<file path="src/rtl/sabre_pkg.sv">
`timescale 1ns/1ps
`default_nettype none
// +--------------------------------------------------------------------+
// | Module   : sabre_pkg                                               |
// | Purpose  : Shared types and constants for the blade sequencer:     |
// |            state encoding, length width, cm-per-metre factor and   |
// |            the target-length helper.                               |
// | Revision : 1.0  initial release                                    |
// +--------------------------------------------------------------------+
package sabre_pkg;

  localparam int LEN_W    = 9;
  localparam int CM_PER_M = 100;

  typedef enum logic [1:0] {
    OFF        = 2'd0,
    IGNITING   = 2'd1,
    ON         = 2'd2,
    RETRACTING = 2'd3
  } state_e;

  // Full configured length in cm; 3 m 63 cm = 363 still fits in LEN_W bits.
  function automatic logic [LEN_W-1:0] calc_target(input logic [1:0] m,
                                                   input logic [5:0] cm);
    return LEN_W'(m) * LEN_W'(CM_PER_M) + LEN_W'(cm);
  endfunction

endpackage
`default_nettype wire

</file>
<file path="src/rtl/step_prescaler.sv">
`timescale 1ns/1ps
`default_nettype none
// +--------------------------------------------------------------------+
// | Module   : step_prescaler                                          |
// | Purpose  : Modulo-DIV counter with synchronous clear. tick_o is    |
// |            high on the enabled cycle where the count is DIV-1;     |
// |            the count then wraps to 0.                              |
// | Ports    : clk, rst (async active-low), clr_i, en_i -> tick_o      |
// | Revision : 1.0  initial release                                    |
// +--------------------------------------------------------------------+
module step_prescaler #(
  parameter int DIV = 4
) (
  input  logic clk,
  input  logic rst,
  input  logic clr_i,
  input  logic en_i,
  output logic tick_o
);

  localparam int            CW   = (DIV > 1) ? $clog2(DIV) : 1;
  localparam logic [CW-1:0] LAST = CW'(DIV - 1);

  logic [CW-1:0] cnt_q;

  always_ff @(posedge clk or negedge rst) begin
    if (!rst) begin
      cnt_q <= '0;
    end else if (clr_i) begin
      cnt_q <= '0;
    end else if (en_i) begin
      cnt_q <= (cnt_q == LAST) ? '0 : cnt_q + 1'b1;
    end
  end

  // A clearing cycle never ticks, so a fresh state always waits DIV cycles.
  assign tick_o = en_i && !clr_i && (cnt_q == LAST);

endmodule
`default_nettype wire

</file>
<file path="src/rtl/blade_ignition_sequencer.sv">
`timescale 1ns/1ps
`default_nettype none
// +--------------------------------------------------------------------+
// | Module   : blade_ignition_sequencer                                |
// | Purpose  : Ramps the displayed blade length up on ignition and     |
// |            down on shutdown / power exhaustion, and gates/dims the |
// |            emitted colour by extension and power-warning state.    |
// | Ports    : in  clk, rst(async low), on_in, len_m, len_cm,          |
// |                r_in/g_in/b_in, power_lvl, power_warn               |
// |            out blade_cm, r_out/g_out/b_out, state, ign_done,       |
// |                ret_done, busy                                      |
// | Revision : 1.0  initial release                                    |
// +--------------------------------------------------------------------+
module blade_ignition_sequencer
  import sabre_pkg::*;
#(
  parameter int STEP_CM     = 5,
  parameter int STEP_DIV    = 4,
  parameter int FLICKER_DIV = 8
) (
  input  logic             clk,
  input  logic             rst,
  input  logic             on_in,
  input  logic [1:0]       len_m,
  input  logic [5:0]       len_cm,
  input  logic [7:0]       r_in,
  input  logic [7:0]       g_in,
  input  logic [7:0]       b_in,
  input  logic [7:0]       power_lvl,
  input  logic             power_warn,
  output logic [LEN_W-1:0] blade_cm,
  output logic [7:0]       r_out,
  output logic [7:0]       g_out,
  output logic [7:0]       b_out,
  output logic [1:0]       state,
  output logic             ign_done,
  output logic             ret_done,
  output logic             busy
);

  localparam int            SW     = LEN_W + 1;
  localparam logic [SW-1:0] STEP_W = SW'(STEP_CM);

  state_e           state_q, state_d;
  logic [LEN_W-1:0] blade_q, blade_d;
  logic             ign_q, ign_d, ret_q, ret_d;
  logic [7:0]       r_q, g_q, b_q;
  logic             phase_q;

  logic [LEN_W-1:0] target;
  logic             go, step_tick, flick_tick;
  logic [SW-1:0]    ext_sum, ret_diff;
  logic [LEN_W-1:0] ext_val, ret_val;

  assign target = calc_target(len_m, len_cm);
  // Running out of power is treated exactly like switching off.
  assign go     = on_in && (power_lvl != 8'd0);
  assign busy   = (state_q == IGNITING) || (state_q == RETRACTING);

  // 10-bit step arithmetic: carry beyond target saturates, borrow clamps to 0.
  assign ext_sum  = {1'b0, blade_q} + STEP_W;
  assign ext_val  = (ext_sum > {1'b0, target}) ? target : ext_sum[LEN_W-1:0];
  assign ret_diff = {1'b0, blade_q} - STEP_W;
  assign ret_val  = ret_diff[LEN_W] ? '0 : ret_diff[LEN_W-1:0];

  step_prescaler #(.DIV(STEP_DIV)) u_step_ps (
    .clk    (clk),
    .rst    (rst),
    .clr_i  (state_d != state_q),
    .en_i   (busy),
    .tick_o (step_tick)
  );

  step_prescaler #(.DIV(FLICKER_DIV)) u_flick_ps (
    .clk    (clk),
    .rst    (rst),
    .clr_i  (!power_warn),
    .en_i   (power_warn),
    .tick_o (flick_tick)
  );

  // Loss of go always wins over length changes and completion checks.
  always_comb begin
    state_d = state_q;
    blade_d = blade_q;
    ign_d   = 1'b0;
    ret_d   = 1'b0;
    case (state_q)
      OFF: begin
        blade_d = '0;
        if (go) state_d = IGNITING;
      end
      IGNITING: begin
        if (!go) begin
          state_d = RETRACTING;
        end else if (blade_q == target) begin
          state_d = ON;
          ign_d   = 1'b1;
        end else if (step_tick) begin
          blade_d = ext_val;
        end
      end
      ON: begin
        if (!go)                    state_d = RETRACTING;
        else if (target > blade_q)  state_d = IGNITING;
        else if (target < blade_q)  blade_d = target;
      end
      RETRACTING: begin
        if (go) begin
          state_d = IGNITING;
        end else if (blade_q == '0) begin
          state_d = OFF;
          ret_d   = 1'b1;
        end else if (step_tick) begin
          blade_d = ret_val;
        end
      end
      default: state_d = OFF;
    endcase
  end

  always_ff @(posedge clk or negedge rst) begin
    if (!rst) begin
      state_q <= OFF;
      blade_q <= '0;
      ign_q   <= 1'b0;
      ret_q   <= 1'b0;
      phase_q <= 1'b0;
      r_q     <= '0;
      g_q     <= '0;
      b_q     <= '0;
    end else begin
      state_q <= state_d;
      blade_q <= blade_d;
      ign_q   <= ign_d;
      ret_q   <= ret_d;
      if (!power_warn)     phase_q <= 1'b0;
      else if (flick_tick) phase_q <= ~phase_q;
      // Colour follows the blade length as currently displayed.
      if (blade_q == '0) begin
        r_q <= '0;
        g_q <= '0;
        b_q <= '0;
      end else if (power_warn && phase_q) begin
        r_q <= r_in >> 1;
        g_q <= g_in >> 1;
        b_q <= b_in >> 1;
      end else begin
        r_q <= r_in;
        g_q <= g_in;
        b_q <= b_in;
      end
    end
  end

  assign blade_cm = blade_q;
  assign state    = state_q;
  assign ign_done = ign_q;
  assign ret_done = ret_q;
  assign r_out    = r_q;
  assign g_out    = g_q;
  assign b_out    = b_q;

endmodule
`default_nettype wire

</file>
<file path="config.mk">
export PLATFORM = sky130hd
export DESIGN_NAME = blade_ignition_sequencer
export DESIGN_NICKNAME = d
export VERILOG_FILES = /design/src/rtl/sabre_pkg.sv /design/src/rtl/step_prescaler.sv /design/src/rtl/blade_ignition_sequencer.sv
export SDC_FILE = /design/constraint.sdc
export NUM_CORES = 1
export LEC_CHECK = 0
export CAP_MARGIN = 20
export CELL_PAD_IN_SITES_DETAIL_PLACEMENT = 1
export CELL_PAD_IN_SITES_GLOBAL_PLACEMENT = 1
export CORE_ASPECT_RATIO = 0.9
export CORE_MARGIN = 1
export CORE_UTILIZATION = 30
export DETAILED_ROUTE_END_ITERATION = 7
export GPL_TIMING_DRIVEN = 0
export MAX_ROUTING_LAYER = met4
export PLACE_DENSITY_LB_ADDON = 0.1
export SLEW_MARGIN = 20
export SYNTH_ARGS = -nofsm -noshare
export SYNTH_HDL_FRONTEND = slang
export SYNTH_SLANG_ARGS = --single-unit
</file>
<file path="constraint.sdc">
create_clock -name clk -period 8.9 [get_ports clk]
set_input_delay 1.335 -clock clk [delete_from_list [all_inputs] [get_ports clk]]
set_output_delay 1.335 -clock clk [all_outputs]
set_load 0.02 [all_outputs]
</file>
* After elaboration in Yosys (flattened, before gate mapping) *
Index checks and enable logic that the tools add are counted.

storage, ports and cells
  latch bits = 0
  bits in writable memories = 0
  word-level logic and storage cells = 88
  memories = 0
  input bits = 44
  bits in registers = 43
  ROM bits = 0
  output and inout port bits = 38

operators by class
  order comparisons = 3
  divide/modulo/power cells = 0
  $add $sub $neg = 5
  shifts and indexed selects = 0
  reductions and logical operators = 12
  bitwise gates (word level) = 1
  multipliers = 1
  equal/unequal tests = 17
  muxes and demuxes = 39

operator list
  kind                                                                 number
  9-bit two-way mux                                                    11
  8-bit two-way mux                                                    6
  9-bit case mux with 4 select lines                                   1
  2-bit two-way mux                                                    10
  2-bit != test, second input constant                                 9
  9-bit by 3-bit adder with 10-bit output, second input constant       1
  10-bit by 9-bit > comparator with 1-bit output                       1
  9-bit by 3-bit subtractor with 10-bit output, second input constant  1
  9-bit by 6-bit adder with 9-bit output                               1
  9-bit equality test                                                  1
  9-bit > comparator                                                   1
  9-bit zero test                                                      1
  9-bit < comparator                                                   1
  9-bit AND reduction                                                  1
  1-bit two-way mux                                                    8
  2-bit case mux with 4 select lines                                   1
  8-bit nonzero test                                                   1
  2-bit by 5-bit multiplier with 7-bit output, second input constant   1
  2-bit equality test, second input constant                           3
  3-bit two-way mux                                                    2
  1-bit logical AND                                                    5
  3-bit by 1-bit adder with 3-bit output, second input constant        1
  3-bit equality test, second input constant                           1
  2-bit by 1-bit adder with 2-bit output, second input constant        1
  other kinds (8)                                                      8

* Depth between registers and ports, before layout *
Gate-level depths: netlist of run 1.

  depth in word-level cells = 14
  mapped depth = 14
  gate-level depth less buffers = 13

* By module *
From an unflattened synthesis of run 1, not the netlist that was laid out.

unflattened totals
  cells, all modules = 372
  area total of the unflattened synthesis = 3186.8 um2

by module, submodules not included
  module                        area each (um2)  seq. area each (um2)  times used  cells an instance
  blade_ignition_sequencer      2920.3           950.9                 1           348
  step_prescaler at u_flick_ps  158.9            75.1                  1           14
  step_prescaler at u_step_ps   107.6            50.0                  1           10

* Least setup slack after synthesis of run 1 *
OpenSTA, ideal clock, no wires.

  kind = in2reg
  start point = in len_m[0]
  end point = reg blade_q[7] (netlist: blade_cm[7])
  stages on the path = 12
  data required time = 8.774 ns
  setup slack = 4.157 ns
  buffers on the path = 0
  arrival = 4.617 ns
  setup time = 0.126 ns
  cell sequence = ha_1 -> fa_1 -> a31oi_1 -> nor2b_1 -> xnor2_1 -> inv_1 -> ha_1 -> and4_1 -> a2111oi_1 -> a2111oi_4 -> a2111o_1 -> o32a_1

on the way
  cells in the longest elaborated chain, start to end = 12
  elaborated cells between the ends (all ways) = 29
  classes of those cells = 1 x add/sub; 1 x mul; 3 x order compare; 7 x eq/ne; 13 x mux; 4 x reduce/logical

ends and longest elaborated chain
  what                                                       RTL line                                                         RTL
  from (decl)                                                blade_ignition_sequencer.sv:24                                   input logic [1:0] len_m,
  2-bit by 5-bit multiplier with 7-bit output *              sabre_pkg.sv:25                                                  return LEN_W'(m) * LEN_W'(CM_PER_M) + LEN_W'(cm);
  9-bit by 6-bit adder with 9-bit output *                   sabre_pkg.sv:25
  9-bit > comparator or 9-bit equality test (tied branches)  blade_ignition_sequencer.sv:105, blade_ignition_sequencer.sv:96
  2-bit two-way mux, on equally long branches                blade_ignition_sequencer.sv:105, blade_ignition_sequencer.sv:96
  2-bit two-way mux, on equally long branches                blade_ignition_sequencer.sv:104, blade_ignition_sequencer.sv:94
  2-bit case mux with 4 select lines                         blade_ignition_sequencer.sv:88                                   case (state_q)
  2-bit != test                                              blade_ignition_sequencer.sv:69                                   .clr_i (state_d != state_q),
  1-bit zero test                                            step_prescaler.sv:37                                             assign tick_o = en_i && !clr_i && (cnt_q == LAST);
  1-bit logical AND (2 in series)                            step_prescaler.sv:37
  2-bit != test (no line)                                    -
  9-bit AND reduction (no line)                              -
  to (signal assigned)                                       blade_ignition_sequencer.sv:134                                  blade_q <= blade_d;
  to (decl)                                                  blade_ignition_sequencer.sv:45                                   logic [LEN_W-1:0] blade_q, blade_d;

Every way passes the cells marked *; elsewhere a longest branch is shown, timed or not. The select of a mux whose other input is x is not followed.
A chain may end at the register's enable or synchronous reset.

* Worst setup path in the final report of run 1 *
Ends and elaborated chain as after synthesis.

==> results of run 1 <==
critical path, cell delays in order:
cell and delay [ps]:
clkdlybuf4s50_1 480, ha_1 250, fa_1 410, a31oi_1 290, nor2b_1 100, xnor2_1 460, inv_1 90, ha_1 320
and4_1 220, a2111oi_1 950, a2111oi_4 290, a2111o_1 460, o32a_1 280
power by group:
part | internal, W | switching [W]
Combinational | 0.000288 | 0.000370
Sequential | 0.000226 | 0.0000378
Clock | 0.000132 | 0.0000805
cells by family (layout without fill, tap and decap cells):
logic type	count (synthesis)	after routing	synth area share (%)
adder cells (fa/ha/maj)	31	31	12.8
buffers and inverters	41	131	5.25
XOR/XNOR	17	17	4.81
flip-flops	43	43	34.7
AO/OA/AOI/OAI	78	78	17.1
multiplexers	9	9	3.11
AND/OR/NAND/NOR	136	136	22.2
metrics by stage:
stage / std cells / hold slack, ps / utilization, % / setup slack [ps]
after floorplan: 355 / 414 / - / 4160
final: 571 / 445 / 43.2 / 3130
after global routing: 571 / 473 / 43.2 / 2900
after detailed placement: 563 / 441 / 41.5 / 2810
after CTS: 571 / 449 / 43.2 / 3120
after global placement: 562 / 427 / 41.4 / 2850
cell usage after synthesis (all sizes together), types with 5 or more instances:
| cell type | number |
|---|---|
| dfrtp | 43 |
| mux2 | 5 |
| nor4 | 5 |
| nor3b | 5 |
| and3 | 5 |
| a31oi | 5 |
| ha | 30 |
| xnor2 | 14 |
| and2 | 5 |
| o21ai | 9 |
| inv | 23 |
| nor2 | 18 |
| o32a | 5 |
| o32ai | 6 |
| a21oi | 32 |
| nor3 | 15 |
| nand2 | 59 |
| clkbuf | 15 |
final cells by class:
class / instances / area, um2
fill: 1193 / 5580
multi-input combinational: 271 / 1860
sequential: 43 / 1080
timing repair buffer: 82 / 826
tap: 126 / 158
clock buffer: 5 / 125
inverter: 23 / 86.3
buffer: 18 / 76.3
clock inverter: 3 / 43.8
worst paths after layout:
kind	endpoint	cells past startpoint	start	slack, ps
worst max-delay path	blade_cm[7]	13	len_m[0]	3130
worst max register to register	blade_cm[2]	13	blade_cm[2]	4600
min in group asynchronous	r_out[1]	1	rst	960
worst min-delay path	u_flick_ps.cnt_q[0]	1	u_flick_ps.cnt_q[0]	450
worst min register to register	u_flick_ps.cnt_q[0]	1	u_flick_ps.cnt_q[0]	450
max in group asynchronous	phase_q	2	rst	7450
state kept, by name, indices dropped and copies added, names as in the netlist, 2 cells and up:
name	count
b_out	8
blade_cm	9
g_out	8
r_out	8
state	2
u_flick_ps.cnt_q	3
u_step_ps.cnt_q	2
metal layers:
metal	part of all wire (%)	track usage [%]	vias up
li1	-	-	1440
met1	48	26.9	1391
met2	46	29.6	70
met3	4.5	3.47	9
met4	1.3	5.82	0
met5	0	-	-
==> results by group, run 1 <==
Drt
  • Antenna Violating Nets Remaining: 0
  • DRC violations left: 0
  • Vias/cell: 5.10
  • Via count: 2910
  • Routed WL: 9.57 mm
  • Drt pass-1 iters: 4
  • DR iter-0 viols: between 70 and 80
  • Average wire per standard cell: 16.8 um

Setup path
  • CP endpoint kind: register
  • Crit-path max FO: 8
  • WS Path Type: in -> reg
  • Arr. time, crit path: 5940 ps
  • Critical Path RT: about 9000 ps
  • Worst Setup Start Kind: primary input

Clocking
  • Cts bufs inserted: 5
  • CTS root buf: clkbuf_16
  • Post-CTS resize count: 0
  • Clock sink count: 43
  • CTS Hold Bufs: 0
  • Longest Clk Path Bufs: 2
  • Worst skew pair latency: 290 ps
  • CTS H-tree lvls: 2
  • # Post-CTS Setup Buffers: 0
  • TritonCTS clock tree: built
  • Worst-path clk slew: 60 ps

STA
  • RSZ-0062 raised after global routing: no
  • Final setup viols: 0
  • Slew headroom: between 20% and 30%
  • Setup TNS: 0 ps
  • Worst Tran Pin Value: 1120 ps
  • Post-route clock period utilization: 64.8%
  • Minimum clock period: 5770 ps
  • Final Max Tran Viols: 0
  • Setup Skew: slightly below 10 ps
  • Max frequency: 173 MHz
  • Final hold vios: 0

Layout
  • Most common cell after layout, fill and taps aside: clkdlybuf4s50_1
  • Area growth syn-to-layout: 37.2%
  • Finished Cell Area: 4250 um2
  • Proportion of layout cells with a drive suffix above 1: 5.39%
  • Commonest non-fill, non-tap cells in the layout: clkdlybuf4s50_1, nand2_1, dfrtp_1, a21oi_1, ha_1
  • Nets@finish: 519
  • Ant. Diodes: 0

Die
  • Initial Utilization: 31.5%
  • Die width: about 110 um
  • Full die area: 10700 um2
  • Chip height: slightly below 100 um
  • Row Count: 34
  • Core area: 9830 um2
  • I/O pins: 82

Placed design
  • Gpl congestion: 0.802
  • DP Wirelength: 7.41 mm
  • Area post-placement: between 4000 and 5000 um2
  • Port Buf Inserts: between 80 and 90

Synthesis
  • Area contributors post-synth: dfrtp_1, ha_1, nand2_1, a21oi_1, xnor2_1
  • Post-synth top area share: 34.7%
  • Post-Syn Area: 3100 um2
  • Synthesized area per cell: roughly 8.7 um2
  • Yosys reg bits: 43
  • Post-synth EDFFs: 0
  • Synth async-reset ratio: 100%
  • Primary FF master, synth: dfrtp_1
  • Synthesis warning total: 0
  • Leading area contributor after synthesis: dfrtp_1
  • Cell count after synthesis: 355
  • Sequential-to-total area share from yosys stat: roughly a third
  • Distinct cells, synth: between 50 and 60
  • Syn_nets: 430

Outcome
  • Outcome: complete, no violations

Power and ir drop
  • Pwr Total: 0.00113 W
  • Leak: 1.81 nW
  • VDD IR max: between 0.1 and 0.15 mV
  • Cell Pwr Density: between 200 and 300 nW/um2

Global route
  • Largest net degree at the start of global routing: 30
  • Number of global-route vias before repair: around 3100
  • First-pass GRT wire length: 15.7 mm
  • Total gr overflow: 0
  • GRT Resource Usage Total: 19.7%
  • Antenna violations before repair: 0

Worst hold path
  • HP Class: reg -> reg

Job
  • Number of max-cap violations: 0
No activity file was read; power rests on OpenSTA's default activity.
==> run 2: changes to the inputs <==
==> constraint.sdc (replaced) <==
create_clock -name clk -period 4.8 [get_ports clk]
set_input_delay 0.72 -clock clk [delete_from_list [all_inputs] [get_ports clk]]
set_output_delay 0.72 -clock clk [all_outputs]
set_load 0.02 [all_outputs]
==> run 2 against run 1 <==
Net effect: worst setup slack got worse by 3000 ps; register-to-register slack lost 3900 ps; combinational power grew 90%; sequential cell count unchanged; core utilization grew 0.67 points; largest cell class unchanged.
==> results by group, run 2 (synthesis results as in run 1) <==
STA
  • RSZ-0062 raised after global routing: no
  • Worst Tran Pin Value: 564 ps (-560 ps)
  • Minimum clock period: 4630 ps
  • Final setup viols: 0 (unchanged)
  • Max frequency: 216 MHz
  • Final hold vios: 0 (unchanged)
  • Hold Worst Slack: 346 ps (-99.4 ps)
  • Setup ws final: 172 ps (-2960 ps)
  • Slew headroom: 62.3% (+37 points)
  • Post-route clock period utilization: 96.4%
  • Setup Skew: 10.8 ps (+1.15 ps)
  • Final Max Tran Viols: 0 (unchanged)

Setup path
  • Cells along the critical path: clkdlybuf4s50_1, ha_1, fa_1, a31oi_2, nor2b_1, xnor2_2, inv_1, ha_1, and4_1, a2111oi_4, a2111oi_4, buf_4, buf_4, or3_1, o32a_1
  • Critical path's slowest cell: clkdlybuf4s50_1
  • Reg2reg path depth: 13 (unchanged)
  • WS Path Type: in -> reg
  • Crit-path max FO: 6 (-2)
  • Worst r2r src: blade_cm[2]
  • Crit path capture: blade_cm[4]
  • Worst Setup Start Kind: primary input
  • Critical Path RT: 4970 ps (-4100 ps)
  • Largest stage delay, worst path: 480 ps (-470 ps)
  • CP endpoint kind: register
  • Arr. time, crit path: 4790 ps (-1150 ps)
  • Critical Path Start: len_m[0]
  • Critical R2R Capture: blade_cm[2]
  • Reg2Reg Setup Slack: 670 ps (-3930 ps)

Placed design
  • Placed Cells: 563 (unchanged)
  • Gpl congestion: 0.802 (unchanged)
  • Port Buf Inserts: 81 (unchanged)
  • DP Wirelength: 7.41 mm (unchanged)
  • Pre-CTS setup slack: -672 ps (-3480 ps)

Die
  • Core area: 9830 um2 (unchanged)
  • Row Count: 34 (unchanged)
  • Chip height: 98.4 um (unchanged)
  • Full die area: 10700 um2 (unchanged)
  • Initial Utilization: 31.5% (unchanged)
  • I/O pins: 82 (unchanged)
  • Die width: 109 um (unchanged)

Worst hold path
  • HP Class: in -> async

Clocking
  • CTS H-tree lvls: 2 (unchanged)
  • Worst skew pair latency: 290 ps (about the same)
  • Longest Clk Path Bufs: 2 (unchanged)
  • CTS root buf: clkbuf_16
  • Cts bufs inserted: 5 (unchanged)
  • Clock sink count: 43 (unchanged)
  • TritonCTS clock tree: built
  • Worst-path clk slew: 60 ps (about the same)
  • CTS Hold Bufs: 0 (unchanged)

Layout
  • Most common cell after layout, fill and taps aside: clkdlybuf4s50_1
  • Proportion of layout cells with a drive suffix above 1: 7.38% (+2.0 points)
  • Largest register FFs: 9 (unchanged)
  • Area growth syn-to-layout: 39.4%
  • Non-Filler Instances: 573 (+0.35%)
  • Nets@finish: 521 (+0.39%)
  • Ant. Diodes: 0 (unchanged)
  • # fillers: 1189 (-0.34%)
  • Commonest non-fill, non-tap cells in the layout: clkdlybuf4s50_1, nand2_1, dfrtp_1, a21oi_1, ha_1

Drt
  • DR iter-0 viols: 95 (+20%)
  • Via count: 2931 (+0.72%)
  • Routed WL: 9.66 mm (+0.98%)
  • Top sig layer: met4
  • Drt pass-1 iters: 4 (unchanged)
  • Antenna Violating Nets Remaining: 0 (unchanged)
  • DR WL met3: 377 um (-12%)
  • Average wire per standard cell: 16.9 um (+0.63%)
  • DRC violations left: 0 (unchanged)
  • Vias/cell: 5.12 (+0.37%)
  • WL met2: 4.51 mm (+2.0%)
  • WL met1: 4.66 mm (+1.4%)

Global route
  • Total gr overflow: 0 (unchanged)
  • Number of global-route vias before repair: 3101 (+0.42%)
  • GRT Resource Usage Total: 19.9% (+0.22 points)
  • Antenna violations before repair: 0 (unchanged)
  • First-pass GRT wire length: 15.9 mm (+0.79%)
  • Largest net degree at the start of global routing: 30 (unchanged)

Power and ir drop
  • Cell Pwr Density: 496 nW/um2 (+86%)
  • Pwr Total: 0.00214 W (+89%)
  • VDD IR max: 0.246 mV (+86%)
  • Leak: 1.84 nW (+1.5%)

Outcome
  • Outcome: complete, no violations

Job
  • Number of max-cap violations: 0 (unchanged)
==> run 2: repair_timing <==
item / CTS / global route
pin swaps: 0 / 1
resized for setup: 4 / 5
buffers inserted: 0 / 2
endpoints found under the setup margin: 9 / 9
==> run 2: metal layers <==
layer	GRT usage, %	vias to the layer above
met5	-	-
met4	5.82	0
met3	2.94	9
met2	30.2	60
met1	27.3	1416
li1	-	1446
==> run 2: layout make-up <==
| type | instances | area (um2) | share of cell area (%) |
|---|---|---|---|
| timing repair buffer | 84 | 841 | 19.5 |
| clock inverter | 3 | 43.8 | 1.01 |
| sequential | 43 | 1080 | 24.9 |
| multi-input combinational | 271 | 1910 | 44.2 |
| tap | 126 | 158 | 3.65 |
| buffer | 18 | 77.6 | 1.80 |
| inverter | 23 | 86.3 | 2.00 |
| clock buffer | 5 | 125 | 2.90 |
==> run 2: report_power, final <==
part           switching, W  internal, W
Clock              0.000149     0.000246
Combinational      0.000702     0.000552
Sequential        0.0000700     0.000420
Total              0.000922      0.00122
==> run 2: worst min-delay path by stage <==
stage | from | end | cells after the start
6_report | rst | r_out[1] | 1
5_1_grt | rst | r_out[1] | 1
4_1_cts | rst | r_out[1] | 1
3_5_place_dp | u_flick_ps.cnt_q[0] | u_flick_ps.cnt_q[0] | 1
3_3_place_gp | u_flick_ps.cnt_q[0] | u_flick_ps.cnt_q[0] | 1
2_1_floorplan | u_flick_ps.cnt_q[0] | u_flick_ps.cnt_q[0] | 1
==> run 2: worst max-delay path, delay by kind of cell <==
family,cells,cell delay [ps]
AOI/OAI and AO/OA,4,1150
adders and majority gates,3,990
buffers and inverters,4,900
and+or+nand+nor,3,730
xor gates and xnor gates,1,310
==> run 2: stage by stage <==
step           util [%]  setup TNS (ps)  area, um2
5_1_grt            43.9               0       4320
3_5_place_dp       41.5           -6240       4080
3_3_place_gp       41.4           -5760       4070
2_1_floorplan         -               0       3100
6_report           43.9               0       4320
4_1_cts            43.5               0       4280
